### config.mk
export PLATFORM = sky130hd
export DESIGN_NAME = low_to_high
export DESIGN_NICKNAME = d
export VERILOG_FILES = /design/src/rtl/low_to_high.sv
export SDC_FILE = /design/constraint.sdc
export NUM_CORES = 1
export LEC_CHECK = 0
export ABC_AREA = 1
export ABC_CLOCK_PERIOD_IN_PS = 1700
export CAP_MARGIN = 20
export CORE_MARGIN = 5
export CORE_UTILIZATION = 48
export CTS_BUF_LIST = sky130_fd_sc_hd__clkbuf_4
export DETAILED_ROUTE_END_ITERATION = 6
export PLACE_DENSITY_LB_ADDON = 0.25
export SLEW_MARGIN = 15
export SYNTH_ARGS = -nofsm -noshare
export SYNTH_HDL_FRONTEND = slang
export SYNTH_SLANG_ARGS = --single-unit
### constraint.sdc
create_clock -name clk -period 1.7 [get_ports clk]
set_input_delay 0.34 -clock clk [delete_from_list [all_inputs] [get_ports clk]]
set_output_delay 0.34 -clock clk [all_outputs]
set_load 0.02 [all_outputs]
### src/rtl/low_to_high.sv
// Narrow-to-wide burst packer: gathers 2**BRUST_SIZE_LOG beats into one wide word and
// withholds the last beat's acknowledge until the wide sink has taken the word.
module low_to_high #(
  parameter int LOW_DATA_WIDTH = 32,
  parameter int BRUST_SIZE_LOG = 2
) (
  input  logic                                          clk,
  input  logic                                          rst_n,
  input  logic                                          low_read_valid,
  input  logic [LOW_DATA_WIDTH-1:0]                     low_read_data,
  output logic                                          low_read_finish,
  output logic                                          high_write_valid,
  output logic [LOW_DATA_WIDTH*(2**BRUST_SIZE_LOG)-1:0] high_write_data,
  input  logic                                          high_write_finish,
  output logic                                          protocol_err
);

  localparam int N      = 2 ** BRUST_SIZE_LOG;
  localparam int WORD_W = LOW_DATA_WIDTH * N;

  typedef enum logic {
    COLLECT = 1'b0,
    SEND    = 1'b1
  } state_t;

  state_t                    state_p0, state_p1;
  logic [BRUST_SIZE_LOG-1:0] cnt_p0, cnt_p1;
  logic [WORD_W-1:0]         word_p0, word_p1;
  logic                      fin_p0, fin_p1;
  logic                      hwv_p0, hwv_p1;
  logic                      err_p0, err_p1;

  // p0: next-state decode from current state and handshake inputs
  always_comb begin
    state_p0 = state_p1;
    cnt_p0   = cnt_p1;
    word_p0  = word_p1;
    fin_p0   = 1'b0;
    hwv_p0   = 1'b0;
    err_p0   = err_p1;
    unique case (state_p1)
      COLLECT: begin
        if (low_read_valid) begin
          for (int i = 0; i < N; i++) begin
            if (cnt_p1 == BRUST_SIZE_LOG'(i))
              word_p0[i*LOW_DATA_WIDTH +: LOW_DATA_WIDTH] = low_read_data;
          end
          cnt_p0 = cnt_p1 + 1'b1;
          // The final beat is acknowledged later, once the wide word is consumed.
          if (cnt_p1 == BRUST_SIZE_LOG'(N - 1)) begin
            hwv_p0   = 1'b1;
            state_p0 = SEND;
          end else begin
            fin_p0 = 1'b1;
          end
        end
      end
      SEND: begin
        if (low_read_valid)
          err_p0 = 1'b1;
        if (high_write_finish) begin
          fin_p0   = 1'b1;
          state_p0 = COLLECT;
        end
      end
      default: state_p0 = COLLECT;
    endcase
  end

  // p1: registered state and outputs
  always_ff @(posedge clk) begin
    if (!rst_n) begin
      state_p1 <= COLLECT;
      cnt_p1   <= '0;
      word_p1  <= '0;
      fin_p1   <= 1'b0;
      hwv_p1   <= 1'b0;
      err_p1   <= 1'b0;
    end else begin
      state_p1 <= state_p0;
      cnt_p1   <= cnt_p0;
      word_p1  <= word_p0;
      fin_p1   <= fin_p0;
      hwv_p1   <= hwv_p0;
      err_p1   <= err_p0;
    end
  end

  assign low_read_finish  = fin_p1;
  assign high_write_valid = hwv_p1;
  assign high_write_data  = word_p1;
  assign protocol_err     = err_p1;

endmodule

# Word-level counts from Yosys, hierarchy flattened
# Index checks and enable logic that the tools add are counted.
dict set report op_classes {
  n_reduce_logical 8
  eq_ne 3
  magnitude_cmp 0
  n_addsub 1
  n_mul 0
  muxes 8
  n_shift 0
  bitwise 2
  div 0
}
# op count
set ops {}
lappend ops {{3-bit AND reduction} 4}
lappend ops {{1-bit two-way mux} 6}
lappend ops {{2-bit equality test, second input constant} 2}
lappend ops {{1-bit case mux with 2 select lines} 2}
lappend ops {{2-bit AND reduction} 2}
lappend ops {{2-bit by 1-bit adder with 2-bit output, second input constant} 1}
lappend ops {{2-bit by 1-bit equality test with 1-bit output, second input constant} 1}
lappend ops {{2-bit logical NOT} 1}
lappend ops {{1-bit inverter} 2}
lappend ops {{2-bit OR reduction} 1}
dict set report word_totals {
  latch_bits 0
  output_inout_bits 131
  elab_cells 31
  mem_count 0
  ff_bits 134
  mem_bits_rw 0
  mem_bits_ro 0
}

# Logic depth before layout (Yosys ltp)
dict set report logic_depth {
  ltp_word 4
  depth_mapped 7
  mapped_depth_nobuf 6
}

# Least setup slack after synthesis
# No wires, ideal clock.
dict set report synth_path {
  kind {register to register}
  from {register cnt_p1[0]}
  to {register word_p1[87], in the netlist high_write_data[87]}
  stages_incl_launch_ff 8
  t_arrival_ns 1.078
  slack_ns 0.509
  setup_ns 0.113
  path_cell_list {dfxtp_1 inv_1 ha_1 nand3_4 buf_2 nand2_1 nand2_1 nor2_1}
}
dict set report synth_between {
  elab_chain_cells 2
}
# item line
set synth_lines {}
lappend synth_lines {{from (decl)} 27} ;# logic [BRUST_SIZE_LOG-1:0] cnt_p0, cnt_p1;
lappend synth_lines {{from (signal assigned)} 81} ;# cnt_p1 <= cnt_p0;
lappend synth_lines {{2-bit equality test} 45} ;# if (cnt_p1 == BRUST_SIZE_LOG'(i))
lappend synth_lines {{3-bit AND reduction (no line)} --}
lappend synth_lines {{to (signal assigned)} 82} ;# word_p1 <= word_p0;
lappend synth_lines {{to (decl)} 28} ;# logic [WORD_W-1:0] word_p0, word_p1;
# Every way passes these cells.
# A chain may end at the register's enable or synchronous reset.

# Worst setup path after layout
dict set report layout_path {
  from {register word_p1[28], in the netlist high_write_data[28]}
  to {output port high_write_data[28]}
}
# item line
set layout_lines {}
lappend layout_lines {{to (decl)} 13} ;# output logic [LOW_DATA_WIDTH*(2**BRUST_SIZE_LOG)-1:0] high_write_data,
# No word-level cell between the ends.

==> out/qor.yml <==
synth:
  synth_top_family_by_area: "simple AND/OR/NAND/NOR gates"
  syn_area_mm2: 0.00551
  syn_inst: 844
  yosys-top-cells-area: "dfxtp_1, nor2_1, nand2_1"
  ys_ff_latch: 134
  synth_nets: 884
  synth_mux_area_frac: 0
  synth_top_area_frac: 0.487
  synth_compound_area_frac: 0.00454
  yosys.area_share.simple: 0.367
  ys_types: 17
  synth-xor-area-share: 0
  syn_area_per_cell_um2: 6.53
  synthAdderAreaFrac: 0.00908
  yosysTopAreaCell: "dfxtp_1"
  yosys_warnings: 0
  yosysSeqAreaShare: 0.487
pwr:
  p_sw_mw: 1.96
  ir_worst_vdd_uv: 618
  power_frac_seq: 0.493
  comb_power_share: 0.181
  pwr_density_cell_mw_per_mm2: 927
  p_int_mw: 4.99
  p_leak_nw: 4.46
  swShare: 0.282
  power_mw: 6.95
  clock_power_share: 0.327
cells_and_area:
  final_cell_mix: "nor2_1, nand2_1, dfxtp_1, inv_1, dlygate4sd2_1"
  finalNonFillerCells: 1158
  nNetsFinal: 1042
  fillers: 1074
  drive_gt1_frac: 0.0483
  areaGrowthSynthToFinish_pct: 36.0
  regArea_mm2: 0.00268
  diodes: 0
  multi_input_area_mm2: 0.00210
  fin_area_mm2: 0.00749
  layout_commonest_cell: "nor2_1"
grt:
  antenna_found_initial: 0
  grt_pass1_wl_um: 21600
  overflow: 0
  grt_max_degree: 48
  grt_pass1_vias: 4536
  gr-usage-all-layers: 0.200
detailed_routing:
  dr.pass1.iters: 5
  totalWireLength_um: 13100
  remaining_drc_errors: 0
  drt_iter0_drc: 279
  vias: 4996
  wire_per_inst_um: 11.3
  detail-route-antenna-nets: 0
  vias_per_cell: 4.31
worst_setup_path:
  path_depth: 1
  cp_cell_sequence: "dlygate4sd2_1"
  crit_buf_inv: 1
  end_kind: "output port"
  crit-reg2reg-launch: "cnt_p1[0]"
  r2r_end: "high_write_data[25]"
  cp-start-kind: "flop"
  path_class: "reg2out"
  critPathRequiredTime_ns: 1.36
  slowest_stage: "dfxtp_1"
  crit_start: "high_write_data[28]"
  crit_fanout: 2
  max_stage_delay_ns: 0.36
  rrSetupSlack_ns: 0.34
  ff2ff_path_depth: 7
  setup.worst_path.end: "high_write_data[28]"
  critPathTopFamily: "flip-flops"
  critPathArrivalTime_ns: 1.23
cts:
  root_buffer: "clkbuf_4"
  path_clk_slew_ns: 0.11
  cts_sinks: 134
  clk_latency_ns: 0.52
  htreeDepth: 4
  cts_setup_buffers: 0
  cts_buffer_depth: 2
  ctsHoldBuffers: 0
  cts_tree: "done"
  post_cts_resized: 131
  cts-buffers-inserted: 17
floorplanning:
  ioPinCount: 167
  core-area_mm2: 0.0113
  die_h_um: 117
  rows: 39
  dieArea_mm2: 0.0137
  start_util: 0.487
  die_x_um: 117
status:
  status: "finished clean"
worst_hold_path:
  hold_depth: 3
  hold_class: "in2reg"
sta:
  worst_pin_slew_ns: 0.323
  setup_violations: 0
  rsz0062_at_grt: "false"
  drv_slew: 0
  min_period_ns: 1.57
  max-slew-margin-rel: 0.785
  finalSetupTns_ns: 0
  finalWorstSetupSlack_ns: 0.128
  skew_ns: 0.0120
  final.period_utilization: 0.924
  final-hold-violation-count: 0
  fmax_mhz: 636
job:
  maxCapViolCount: 0
placement:
  dpl_cell_area_mm2: 0.00735
  place_ws_ns: 0.0292
  placed_cells: 1126
  portBuffers: 166
  gp_congestion: 0.767
  dp.final_hpwl_um: 9310
flip-flops by register name, indices dropped and copies added, names as in the netlist:
signal,cells
state_p1,1
protocol_err,1
low_read_finish,1
cnt_p1,2
high_write_data,128
high_write_valid,1
power by group through the flow:
stage / combinational [mW] / sequential (mW) / clock, mW
2_1_floorplan: 0.510 / 3.74 / 0
3_3_place_gp: 1.38 / 3.50 / 0
3_5_place_dp: 1.39 / 3.51 / 0
4_1_cts: 1.27 / 3.43 / 2.33
5_1_grt: 1.41 / 3.45 / 2.49
6_report: 1.25 / 3.42 / 2.27
how the worst min path moves through the flow:
stage | from | slack [ns] | to
global route | rst_n | 0.15 | high_write_data[34]
floorplan | low_read_data[0] | 0.47 | high_write_data[0]
detailed placement | protocol_err | 0.46 | protocol_err
finish | rst_n | 0.20 | high_write_data[34]
CTS | rst_n | 0.15 | high_write_data[101]
global placement | protocol_err | 0.47 | protocol_err
area by class of cell:
class,instances,share of cell area
Sequential cell,134,0.358
Multi-Input combinational cell,535,0.280
Timing Repair Buffer,180,0.230
Inverter,134,0.0674
Tap cell,143,0.0239
Clock inverter,13,0.0215
Clock buffer,19,0.0190
synthesized netlist by cell type:
cell type    n
a21oi_1      2
buf_1        1
buf_2       31
buf_4        4
buf_6        2
clkbuf_1     3
dfxtp_1    134
ha_1         4
inv_1      133
inv_4        1
nand2_1    258
nand3_2      1
nand3_4      3
nor2_1     263
nor3_1       1
o21ai_0      2
o21ai_1      1
logic make-up (layout without fill, tap and decap cells):
logic type,Yosys count,in the layout
flops,134,134
buf+inv,175,346
fa+ha+maj,4,4
simple gates,526,526
compound gates,5,5
through the flow:
step / hold slack (ns) / utilization
3_3_place_gp: 0.471 / 0.650
2_1_floorplan: 0.475 / -
3_5_place_dp: 0.460 / 0.650
6_report: 0.204 / 0.662
4_1_cts: 0.153 / 0.662
5_1_grt: 0.151 / 0.662
routing by layer:
| metal | track usage | vias to the layer above | part of all wire |
|---|---|---|---|
| met5 | 0 | - | 0 |
| met3 | 0.0761 | 19 | 0.088 |
| met1 | 0.250 | 2131 | 0.43 |
| li1 | - | 2709 | - |
| met2 | 0.315 | 137 | 0.46 |
| met4 | 0.0765 | 0 | 0.019 |
Note: power is estimated with default switching activity, not from simulation.
